===== config.mk =====
export PLATFORM = sky130hd
export DESIGN_NAME = coin_acceptor
export DESIGN_NICKNAME = d
export VERILOG_FILES = /design/src/rtl/coin_acceptor.sv
export SDC_FILE = /design/constraint.sdc
export NUM_CORES = 1
export LEC_CHECK = 0
export ABC_AREA = 1
export CORE_MARGIN = 2
export CORE_UTILIZATION = 42
export CTS_BUF_LIST = sky130_fd_sc_hd__clkbuf_4 sky130_fd_sc_hd__clkbuf_8
export DETAILED_ROUTE_END_ITERATION = 10
export MAX_ROUTING_LAYER = met4
export PLACE_DENSITY = 0.66
export SLEW_MARGIN = 20
export SYNTH_ARGS = -nofsm -noshare
export SYNTH_HDL_FRONTEND = slang
export SYNTH_SLANG_ARGS = --single-unit

===== constraint.sdc =====
create_clock -name clk -period 4.1 [get_ports clk]
set_input_delay 0.615 -clock clk [delete_from_list [all_inputs] [get_ports clk]]
set_output_delay 0.615 -clock clk [all_outputs]
set_load 0.02 [all_outputs]

===== src/rtl/coin_acceptor.sv =====
// Coin-sensor front end: synchronises, debounces and arbitrates nickel/dime pulses, and flags jams.
// Optional running total (port total / clear_total) enabled by defining COIN_ACCEPTOR_TOTAL_EN.
module coin_acceptor #(
  parameter int unsigned DEBOUNCE_CYCLES = 4,
  parameter int unsigned JAM_CYCLES      = 64
) (
  input  logic        clk,
  input  logic        reset,
  input  logic        sense_nickel,
  input  logic        sense_dime,
`ifdef COIN_ACCEPTOR_TOTAL_EN
  input  logic        clear_total,
  output logic [15:0] total,
`endif
  output logic        nickel,
  output logic        dime,
  output logic        jam,
  output logic        busy
);

  localparam int unsigned NCH       = 2;
  localparam int unsigned CH_NICKEL = 0;
  localparam int unsigned CH_DIME   = 1;
  localparam int unsigned CNT_W     = 8;
  localparam int unsigned JAM_W     = 16;

  localparam logic [CNT_W-1:0] DB_LAST   = CNT_W'(DEBOUNCE_CYCLES - 1);
  localparam logic [JAM_W-1:0] JAM_LIMIT = JAM_W'(JAM_CYCLES);

  logic [NCH-1:0]            s1_q, s1_d;
  logic [NCH-1:0]            s2_q, s2_d;
  logic [NCH-1:0]            stable_q, stable_d;
  logic [NCH-1:0][CNT_W-1:0] db_cnt_q, db_cnt_d;
  logic [NCH-1:0][JAM_W-1:0] jam_cnt_q, jam_cnt_d;
  logic [NCH-1:0]            jam_flag_q, jam_flag_d;
  logic [NCH-1:0]            raw_c;
  logic [NCH-1:0]            event_c;

  logic nickel_q, nickel_d;
  logic dime_q, dime_d;
  logic jam_q, jam_d;
  logic busy_q, busy_d;
  logic pend_n_q, pend_n_d;
  logic pend_d_q, pend_d_d;

`ifdef COIN_ACCEPTOR_TOTAL_EN
  localparam int unsigned TOT_W = 16;
  logic [TOT_W-1:0] total_q, total_d;
`endif

  always_comb begin
    raw_c      = {sense_dime, sense_nickel};
    s1_d       = raw_c;
    s2_d       = s1_q;
    stable_d   = stable_q;
    db_cnt_d   = '0;
    jam_cnt_d  = jam_cnt_q;
    jam_flag_d = '0;
    event_c    = '0;

    // Debounce and jam tracking per channel; an event is an accepted rising level.
    for (int unsigned ch = 0; ch < NCH; ch++) begin
      if (s2_q[ch] != stable_q[ch]) begin
        if (db_cnt_q[ch] == DB_LAST) begin
          stable_d[ch] = s2_q[ch];
        end else begin
          db_cnt_d[ch] = db_cnt_q[ch] + CNT_W'(1);
        end
      end
      event_c[ch] = stable_d[ch] & ~stable_q[ch] & ~jam_flag_q[ch];

      if (!stable_d[ch]) begin
        jam_cnt_d[ch] = '0;
      end else if (stable_q[ch] && (jam_cnt_q[ch] < JAM_LIMIT)) begin
        jam_cnt_d[ch] = jam_cnt_q[ch] + JAM_W'(1);
      end
      jam_flag_d[ch] = stable_d[ch] & (jam_flag_q[ch] | (jam_cnt_d[ch] == JAM_LIMIT));
    end

    nickel_d = 1'b0;
    dime_d   = 1'b0;
    pend_n_d = 1'b0;
    pend_d_d = 1'b0;

    // Deferred coins go out before fresh events; simultaneous fresh events send the dime first.
    if (pend_n_q) begin
      nickel_d = 1'b1;
      pend_n_d = event_c[CH_NICKEL];
      pend_d_d = event_c[CH_DIME];
    end else if (pend_d_q) begin
      dime_d   = 1'b1;
      pend_n_d = event_c[CH_NICKEL];
      pend_d_d = event_c[CH_DIME];
    end else if (event_c[CH_DIME]) begin
      dime_d   = 1'b1;
      pend_n_d = event_c[CH_NICKEL];
    end else begin
      nickel_d = event_c[CH_NICKEL];
    end

    busy_d = pend_n_d;
    jam_d  = |jam_flag_d;

`ifdef COIN_ACCEPTOR_TOTAL_EN
    total_d = total_q;
    if (clear_total) begin
      total_d = '0;
    end else if (nickel_q) begin
      total_d = total_q + TOT_W'(5);
    end else if (dime_q) begin
      total_d = total_q + TOT_W'(10);
    end
`endif
  end

  always_ff @(posedge clk) begin
    if (reset) begin
      s1_q       <= '0;
      s2_q       <= '0;
      stable_q   <= '0;
      db_cnt_q   <= '0;
      jam_cnt_q  <= '0;
      jam_flag_q <= '0;
      nickel_q   <= 1'b0;
      dime_q     <= 1'b0;
      jam_q      <= 1'b0;
      busy_q     <= 1'b0;
      pend_n_q   <= 1'b0;
      pend_d_q   <= 1'b0;
`ifdef COIN_ACCEPTOR_TOTAL_EN
      total_q    <= '0;
`endif
    end else begin
      s1_q       <= s1_d;
      s2_q       <= s2_d;
      stable_q   <= stable_d;
      db_cnt_q   <= db_cnt_d;
      jam_cnt_q  <= jam_cnt_d;
      jam_flag_q <= jam_flag_d;
      nickel_q   <= nickel_d;
      dime_q     <= dime_d;
      jam_q      <= jam_d;
      busy_q     <= busy_d;
      pend_n_q   <= pend_n_d;
      pend_d_q   <= pend_d_d;
`ifdef COIN_ACCEPTOR_TOTAL_EN
      total_q    <= total_d;
`endif
    end
  end

  assign nickel = nickel_q;
  assign dime   = dime_q;
  assign jam    = jam_q;
  assign busy   = busy_q;
`ifdef COIN_ACCEPTOR_TOTAL_EN
  assign total  = total_q;
`endif

endmodule


==> impl_metrics.csv <==
group,metric,value,unit
floorplanning,io_pins,8,
worst_setup_path,crit_type,"reg2out",
yosys,yosys_warnings,0,
floorplanning,core_area,6310,sq um
yosys,synth_cell_types,31,
worst_setup_path,path_buf_inv,1,
placement,portBuffers,7,
timing,slew_headroom,75.8,%
floorplanning,rows,29,
clock_tree,insertion_delay,0.33,ns
yosys,async_reset_ff_share,0,%
clock_tree,cts_buffers,9,
worst_setup_path,cp_max_fo,3,
clock_tree,clk_path_buf_depth,2,
detailed_routing,vias_per_cell,4.81,
yosys,synth_common_cells,"nor2_1 (81), inv_1 (65), nand2_1 (63)",
yosys,ys_ff_latch,61,
worst_setup_path,cp_data_required_time,3.48,ns
clock_tree,cts_tree,"done",
worst_setup_path,cp_slowest_cell,"clkdlybuf4s50_1",
detailed_routing,route.detailed.wl_per_inst,10.7,um
yosys,netlist_area,2740,sq um
clock_tree,cts_sinks,61,
timing,post-route-period-util,47.6,%
detailed_routing,vias,2291,
yosys,ys.flop_type,"dfxtp_1",
floorplanning,die_area,7180,sq um
timing,rsz0062_at_grt,"false",
yosys,ys_seq_area_share,44.6,%
final_layout,final_layout_size_suffix_gt1_share,9.02,%
flow_run,drv_cap,0,
yosys,synth_edf_count,0,
detailed_routing,drt_pass1_iterations,4,
placement,place_congestion,0.795,
clock_tree,htreeDepth,3,
pwr,peakVddDrop,0.169,mV
worst_setup_path,r2r_slack,2.25,ns
yosys,synth_top_area_share,44.6,%
run_status,outcome,"finished clean",
floorplanning,die-height,84.7,um
timing,finalSetupViolCount,0,
timing,fmax,0.512,GHz
yosys,synth_cells,383,
global_route,grt_usage,16.7,%
detailed_routing,drt-total-wl,5110,um
placement,place_ws,1.99,ns
worst_setup_path,critPathMaxStageDelay,0.62,ns
detailed_routing,drc,0,
global_route,grt_pass1_vias,2213,
clock_tree,hold_buffers,0,
detailed_routing,ant_nets,0,
global_route,grt_pass1_wl,9290,um
pwr,p_leak,0.00124,uW
yosys,synth_area_leaders,"dfxtp_1 (45%), nor2_1 (11%), inv_1 (8.9%), nand2_1 (8.6%), nand3_1 (6.9%)",
yosys,syn_avg_cell_area,7.15,sq um
timing,final_max_slew_viol_count,0,
worst_hold_path,min_path_type,"reg2reg",
global_route,overflow,0,
timing,finalSetupTns,0,ns
clock_tree,clk_pin_slew_worst_paths,0.06,ns
timing,fin_crit,1.95,ns
clock_tree,postCtsSetupRepairBufs,0,
worst_setup_path,timing.critical_path.cells,"clkdlybuf4s50_1",
placement,hpwl,3750,um
worst_setup_path,startpoint_type,"flop",
timing,worst_slew_pin_slew,0.362,ns
timing,clock-skew-final,0.0111,ns
yosys,yosysTopAreaCell,"dfxtp_1",
detailed_routing,dr.first_iter.drc_count,119,
pwr,power_density,353,nW/um^2
timing,fin_ws,2.15,ns
yosys,synthMostInstantiatedCell,"nor2_1",
yosys,synth_nets,391,
clock_tree,cts_root_buf,"clkbuf_8",
floorplanning,start_util,43.4,%
global_route,antenna_found_initial,0,
final_layout,diodes,0,
global_route,grt_max_degree,29,
final_layout,syn_to_final_growth,11.1,%
timing,hold_viol,0,
floorplanning,die_w,84.7,um
clock_tree,cts-resized-gates,0,
worst_setup_path,cpLargestDelayFamily,"buffers and inverters",
worst_setup_path,arrival,1.34,ns
final_layout,nets,404,
worst_setup_path,endpoint_kind,"primary output",
path summary, 6_finish.rpt:
path,depth (start not counted),start,end
worst max-delay path,1,pend_n_q,busy
worst min-delay path,2,s1_q[0],s2_q[0]
worst max register to register,13,db_cnt_q[0],jam
worst min register to register,2,s1_q[0],s2_q[0]
kinds of logic (layout without fill, tap and decap cells):
family,after synthesis,in the layout,share of synthesized area [%]
flops,61,61,44.6
xor+xnor,3,3,0.960
compound gates,20,20,4.62
simple gates,223,223,37.5
buf+inv,72,88,10.5
fa+ha+maj,4,4,1.83
stage by stage:
step | cell area, sq um | instances | util (%) | total power [uW] | hold WS [ns]
2_1_floorplan | 2740 | 383 | - | 617 | 0.388
3_3_place_gp | 2870 | 462 | 45.5 | 622 | 0.393
3_5_place_dp | 2870 | 462 | 45.5 | 622 | 0.396
4_1_cts | 3040 | 476 | 48.2 | 1090 | 0.406
5_1_grt | 3040 | 476 | 48.2 | 1110 | 0.426
6_report | 3040 | 476 | 48.2 | 1070 | 0.404
where the power goes:
group | switching [uW] | internal, uW | total (uW)
logic | 7.50 | 4.76 | 12.3
clock network | 214 | 250 | 464
registers | 1.23 | 595 | 596
state kept, by name, summed over array words and instances, names as in the netlist, 2 cells and up:
register	flops
stable_q	2
jam_flag_q	2
db_cnt_q	16
s1_q	2
s2_q	2
jam_cnt_q	32
layout by cell type (no fill, tap or decap), types with 2 or more instances in the layout:
master,instances
nor2_1,81
inv_1,65
nand2_1,63
dfxtp_1,61
nand3_1,38
nand4_1,11
clkbuf_8,11
clkdlybuf4s50_1,7
nor3_1,6
a21oi_1,6
nand3_2,5
o21ai_2,5
nor3b_1,4
ha_1,4
nor2_2,3
nand2_2,3
xnor2_1,3
nand3b_1,3
o21ai_0,3
nor2_4,2
o21ai_1,2
nor4_1,2
clkinv_2,2
routing by layer:
metal / share of wire (%) / GRT usage, %
met5: 0 / -
met4: 2.4 / 8.37
met3: 2.7 / 4.52
met2: 45 / 25.9
met1: 50 / 20.0
area by class of cell:
class | instances | area, sq um
Clock buffer | 12 | 159
Timing Repair Buffer | 8 | 77.6
Fill cell | 642 | 3270
Clock inverter | 2 | 10.0
Multi-Input combinational cell | 250 | 1230
Inverter | 66 | 248
Sequential cell | 61 | 1220
Tap cell | 77 | 96.3
(Power assumes the default switching activity.)
